**src/rtl/pulse_period_meter.sv**
```systemverilog
// -----------------------------------------------------------------------------
// pulse_period_meter
//
// Measures the number of clk cycles between consecutive rising edges of
// pulse_in. The first edge after enabling only arms the block. Every edge
// after that terminates one period and loads the result into a
// valid/ready output register.
//
// Ports
//   clk           : single clock, rising edge
//   rst           : synchronous, active-high reset
//   enable        : measurement enable; low discards any partial count
//   pulse_in      : pulse train already synchronous to clk
//   period_out    : last measured period in clk cycles (Width bits)
//   period_valid  : period_out holds a result not yet accepted
//   period_ready  : consumer accepts the result
//   period_ovf    : the held result saturated at 2^Width-1
//   lost          : sticky; a result was overwritten before acceptance
// -----------------------------------------------------------------------------
module pulse_period_meter #(
  parameter int Width = 16
) (
  input  logic             clk,
  input  logic             rst,
  input  logic             enable,
  input  logic             pulse_in,
  output logic [Width-1:0] period_out,
  output logic             period_valid,
  input  logic             period_ready,
  output logic             period_ovf,
  output logic             lost
);

  typedef enum logic [1:0] {
    IDLE    = 2'd0,
    ARM     = 2'd1,
    MEASURE = 2'd2
  } state_t;

  localparam logic [Width-1:0] CntMax = '1;
  localparam logic [Width-1:0] CntOne = Width'(1);

  state_t           r_state;
  state_t           w_state_nxt;
  logic             r_prev_in;
  logic             w_edge;
  logic [Width-1:0] r_cnt;
  logic [Width-1:0] w_cnt_nxt;
  logic             r_sat;
  logic             w_sat_nxt;
  logic             w_load;

  // Increment that sticks at the all-ones value instead of wrapping.
  function automatic logic [Width-1:0] sat_inc(input logic [Width-1:0] v);
    if (v == CntMax) begin
      return CntMax;
    end
    return v + CntOne;
  endfunction

  // prev_in is tracked even while disabled, so enabling with pulse_in
  // already high does not look like a rising edge.
  assign w_edge = pulse_in & ~r_prev_in;

  always_ff @(posedge clk) begin
    if (rst) begin
      r_prev_in <= 1'b0;
    end else begin
      r_prev_in <= pulse_in;
    end
  end

  always_comb begin
    w_state_nxt = r_state;
    w_cnt_nxt   = r_cnt;
    w_sat_nxt   = r_sat;
    w_load      = 1'b0;
    if (!enable) begin
      // Dropping enable abandons the partial period from any state.
      w_state_nxt = IDLE;
      w_cnt_nxt   = '0;
      w_sat_nxt   = 1'b0;
    end else begin
      case (r_state)
        IDLE: begin
          w_cnt_nxt   = '0;
          w_sat_nxt   = 1'b0;
          w_state_nxt = ARM;
        end
        ARM: begin
          if (w_edge) begin
            w_cnt_nxt   = CntOne;
            w_sat_nxt   = 1'b0;
            w_state_nxt = MEASURE;
          end
        end
        MEASURE: begin
          if (w_edge) begin
            // The edge cycle itself is the first cycle of the next period.
            w_load    = 1'b1;
            w_cnt_nxt = CntOne;
            w_sat_nxt = 1'b0;
          end else begin
            // sat marks that an increment was actually clamped.
            if (r_cnt == CntMax) begin
              w_sat_nxt = 1'b1;
            end
            w_cnt_nxt = sat_inc(r_cnt);
          end
        end
        default: begin
          w_state_nxt = IDLE;
          w_cnt_nxt   = '0;
          w_sat_nxt   = 1'b0;
        end
      endcase
    end
  end

  always_ff @(posedge clk) begin
    if (rst) begin
      r_state <= IDLE;
      r_cnt   <= '0;
      r_sat   <= 1'b0;
    end else begin
      r_state <= w_state_nxt;
      r_cnt   <= w_cnt_nxt;
      r_sat   <= w_sat_nxt;
    end
  end

  // Result register. A new load wins over an accept in the same cycle, and
  // only a load onto an unaccepted result raises the sticky lost flag.
  always_ff @(posedge clk) begin
    if (rst) begin
      period_out   <= '0;
      period_ovf   <= 1'b0;
      period_valid <= 1'b0;
      lost         <= 1'b0;
    end else if (w_load) begin
      period_out   <= r_cnt;
      period_ovf   <= r_sat;
      period_valid <= 1'b1;
      if (period_valid && !period_ready) begin
        lost <= 1'b1;
      end
    end else if (period_valid && period_ready) begin
      period_valid <= 1'b0;
    end
  end

endmodule
```
**config.mk**
```make
export PLATFORM = sky130hd
export DESIGN_NAME = pulse_period_meter
export DESIGN_NICKNAME = d
export VERILOG_FILES = /design/src/rtl/pulse_period_meter.sv
export SDC_FILE = /design/constraint.sdc
export NUM_CORES = 1
export LEC_CHECK = 0
export ABC_AREA = 1
export CAP_MARGIN = 10
export CORE_AREA = 2 2 63 65
export CTS_CLUSTER_SIZE = 28
export DETAILED_ROUTE_END_ITERATION = 10
export DIE_AREA = 0 0 65 67
export PLACE_DENSITY = 0.77
export SLEW_MARGIN = 10
export SYNTH_ARGS = -nofsm -noshare
export SYNTH_HDL_FRONTEND = slang
export SYNTH_SLANG_ARGS = --single-unit
```
**constraint.sdc**
```tcl
create_clock -name clk -period 1.8 [get_ports clk]
set_clock_uncertainty 0.05 [all_clocks]
set_input_delay 0.18 -clock clk [delete_from_list [all_inputs] [get_ports clk]]
set_output_delay 0.18 -clock clk [all_outputs]
set_load 0.005 [all_outputs]
```
Yosys cells after proc, flatten, opt, wreduce, memory -nomap -nowiden
Cells that the tools add are included.
W data, S select, Z words.
{"block": "totals", "register_bits": 39, "in_bits": 5, "output_inout_bits": 19, "word_cells": 47}
{"block": "classes", "n_addsub": 1, "n_eq_ne": 5, "mux": 20, "n_bitwise": 4, "n_reduce_logical": 9}
{"cell": "$mux W16", "count": 4}
{"cell": "$pmux W16 S2", "count": 1}
{"cell": "$add A16 B1 Y16 const B", "count": 1}
{"cell": "$eq A16 B16 Y1 const B", "count": 1}
{"cell": "$mux W1", "count": 12}
{"cell": "$pmux W2 S3", "count": 1}
{"cell": "$reduce_and A2 Y1", "count": 3}
{"cell": "$ne A3 B3 Y1 const B", "count": 1}
{"cell": "$not A1 Y1", "count": 3}
{"cell": "$eq A2 B1 Y1 const B", "count": 1}
{"cell": "$eq A2 B2 Y1 const B", "count": 1}
{"cell": "$logic_and A1 B1 Y1", "count": 2}
{"cell": "$logic_not A2 Y1", "count": 1}
{"cell": "$mux W2", "count": 1}
{"cell": "$ne A2 B2 Y1 const B", "count": 1}
{"cell": "$pmux W1 S2", "count": 1}
{"cell": "$reduce_bool A2 Y1", "count": 1}
{"cell": "$reduce_or A2 Y1", "count": 1}
{"cell": "$and A1 B1 Y1", "count": 1}
{"cell": "$logic_not A1 Y1", "count": 1}

Depth between registers and ports, before layout
{"block": "logic_depth", "word_depth": 8, "ltp_mapped": 9, "mapped_depth_nobuf": 9}

Worst setup path after synthesis
OpenSTA, ideal clock, no wires.
{"block": "synth_timing", "path_kind": "reg2reg", "from": "register r_state[0]", "to": "register period_out[15]", "setup_time_ns": 0.080, "t_arrival_ns": 1.341, "required_time_ns": 1.670, "path_slack_ns": 0.329, "path_stages_with_launch": 8, "n_path_buf": 1, "period_less_slack_ns": 1.471, "cell_sequence": "dfxtp_1 inv_1 ha_1 inv_1 nor3_4 buf_6 nor2_1 a211oi_2"}
{"block": "synth_via", "elab_chain_cells": 3}
{"element": "from (decl)", "line_no": "43", "rtl": "state_t r_state;"}
{"element": "from (signal assigned)", "line_no": "126", "rtl": "r_state <= w_state_nxt;"}
{"element": "$eq A2 B2 Y1", "line_no": "84", "rtl": "case (r_state)"}
{"element": "$mux W1", "line_no": "84"}
{"element": "$mux W1", "line_no": "78", "rtl": "if (!enable) begin"}
{"element": "to (signal assigned)", "line_no": "141", "rtl": "period_out <= r_cnt;"}
{"element": "to (decl)", "line_no": "27", "rtl": "output logic [Width-1:0] period_out,"}
No other way between the ends.
A chain may end at the register's enable or synchronous reset.

Final worst setup path
{"block": "layout_timing", "from": "register r_state[0]", "to": "register period_out[14]"}
Same word-level chain as after synthesis.

==> metrics <==
Reg area=781 um2; period utilization=87.4%; die footprint=0.00436 mm2; Avg WL per Cell=12.0 um; syn_nets=277; worst-margin pin slew=0.266 ns; total congestion overflow=0; CTS clk-pin slew, worst paths=0.08 ns; Post-DP HPWL=3.06 mm; layout cell share with drive strength beyond 1=15.8%; First DRT Iteration DRCs=112; Worst Path Max Fanout=17; TritonCTS clock tree=built; crit end category=flop; Area Growth Syn to Fin=23.4%; Vias/cell=5.02; # diodes=0; asr flop ratio synth=0%; Critical Path AT=1.74 ns; GP Congestion=0.855; initial antenna violation count=0; synth cell count leaders=64 x nand2_1, 39 x dfxtp_1, 28 x a21oi_1, 27 x nor2_1, 25 x inv_1; area leader, netlist=dfxtp_1; final core utilization=67.4%; antenna viol nets, final=0; status=finished clean; met2 usage=36.5%; DR vias=1767; largest net degree at the start of global routing=21; Final Hold Viols=0; DRC violations left=0; Synth Area in Adders=2.54%; post-synthesis cell count=268; Yosys warnings=0; worst vdd ir=0.480 mV; vias in the first global route=1665; Synth Register Bits=39; Mean Syn Cell Area=7.35 um2; largest family of logic cells by synthesized area=simple AND/OR/NAND/NOR gates; clk root buf=clkbuf_8; share of the yosys chip area belonging to registers=39.6%; ys flop type=dfxtp_1; CTS buffer count=5; Placed Cells=343; fraction of the mapped netlist area in simple logic gates=31.5%; port bufs=23; Setup CP Type=flop to flop; Die W=65 um; Distinct cells, synth=33; final non-filler cell total=352; total power=0.00170 W; most common cell in the netlist=nand2_1; Pwr Density=699 mW/mm2; Setup TNS=0 ns; Synth Area in Compound Gates=14.9%; Post-DP Area=0.00231 mm2; Period minus WS final=1.57 ns; global routing's busiest layer=met2; GRT Util Overall=22.4%; multi-input logic area=0.00102 mm2; final WL=4.24 mm; H-tree Lvls=2; initial core utilization=54.6%; DR pass1 iterations=4; EDFF count, synth=0; die height=67 um; Worst Path Required=1.97 ns; # hold bufs at CTS=0; Slew Viols, Final=0; met1 Resource Use GR=28.8%; Final nets=312; Synth area leaders=dfxtp_1 40%, nand2_1 12%, a21oi_1 7.1%; clock sinks=39; Final Cell Area=0.00243 mm2; Fillers=317; Slew headroom=82.3%; met3 global-route usage=4.22%; RSZ-0062 raised after global routing=false; row cnt=22; fmax=636 MHz; Max Cap Viol=0; Synth Area in XOR/XNOR=3.11%; worst skew pair latency=0.30 ns; Hold Crit Class=input port to flop; CP Launch Type=flop; multiplexer share of the synthesized area=0%; Cell Area, Synth=0.00197 mm2; final setup fails=0; Core ar.=0.00361 mm2; io pins=24; clk buf depth=2; Leakage=0.939 nW; Synth top area share=39.6%; global-route wire length before repair=7.48 mm
[per-layer routing]
layer / part of all wire, % / vias to the layer above
li1: - / 934
met1: 49 / 781
met2: 45 / 43
met3: 4.1 / 9
met4: 1.8 / 0
met5: 0 / -
[logic make-up after synthesis]
group                      after synthesis
and+or+nand+nor                        129
buffers and inverters                   38
adders and majority gates                4
DFF                                     39
xor gates and xnor gates                 7
AOI/OAI and AO/OA                       51
[metrics by stage]
stage | hold slack (ns) | setup WS (ns)
final | 0.404 | 0.227
after global routing | 0.444 | 0.0748
after CTS | 0.403 | 0.122
after detailed placement | 0.402 | 0.0678
after global placement | 0.398 | 0.119
after floorplan | 0.255 | 0.329
[timing repair]
action | CTS | global route
gates resized for setup | 0 | 0
buffers inserted | 0 | 1
endpoints found under the setup margin | 0 | 1
[final timing paths]
check / startpoint / end / slack (ns) / cells after the start
max reg2reg: r_state[0] / period_out[14] / 0.23 / 8
max: r_state[0] / period_out[14] / 0.23 / 8
min: pulse_in / r_prev_in / 0.40 / 3
min reg2reg: period_out[1] / period_out[1] / 0.41 / 2
[cell usage in the layout, fill, tap and decap left out]
cell,instances
a21oi_2,1
clkdlybuf4s50_1,23
dfxtp_1,39
ha_1,4
nor3_4,1
clkinv_1,1
buf_4,11
a211oi_2,2
xor2_1,6
nand2_4,2
inv_1,25
clkinv_4,1
nor2_1,27
a211oi_1,7
nor3_1,1
or2_1,1
nand3b_1,1
inv_2,4
buf_12,1
a21oi_1,28
clkbuf_8,5
clkinv_2,1
or2_2,1
nand2_1,64
a31oi_1,1
o21ai_0,12
nand4_1,3
xnor2_1,1
nand3_2,2
nor2_2,4
bufinv_16,1
nand3_1,12
nand2_2,6
nor2_8,1
inv_4,1
nor2_4,3
[worst max-delay path: stages, from the launching register on]
cell and delay [ns]:
dfxtp_1 0.32, inv_1 0.09, ha_1 0.21, inv_1 0.11, nor3_4 0.18, buf_4 0.19, buf_12 0.14, nor2_1 0.04
a211oi_1 0.15
[sequential cells by signal, indices dropped and copies added (netlist names)]
signal        cells
r_state           2
r_cnt            16
period_ovf        1
period_valid      1
lost              1
r_sat             1
period_out       16
r_prev_in         1
[where the power goes]
group	total [W]	switching, W	internal, W
logic	0.0000827	0.0000521	0.0000306
registers	0.000871	0.00000339	0.000868
clock network	0.000744	0.000331	0.000413
[cell type report]
class	count	share of cell area (%)
clock buffer	5	2.83
inverter	31	4.89
timing repair buffer	35	13.7
clock inverter	3	1.80
sequential	39	32.1
tap	48	2.47
multi-input combinational	191	42.2
No activity file was read; power rests on OpenSTA's default activity.
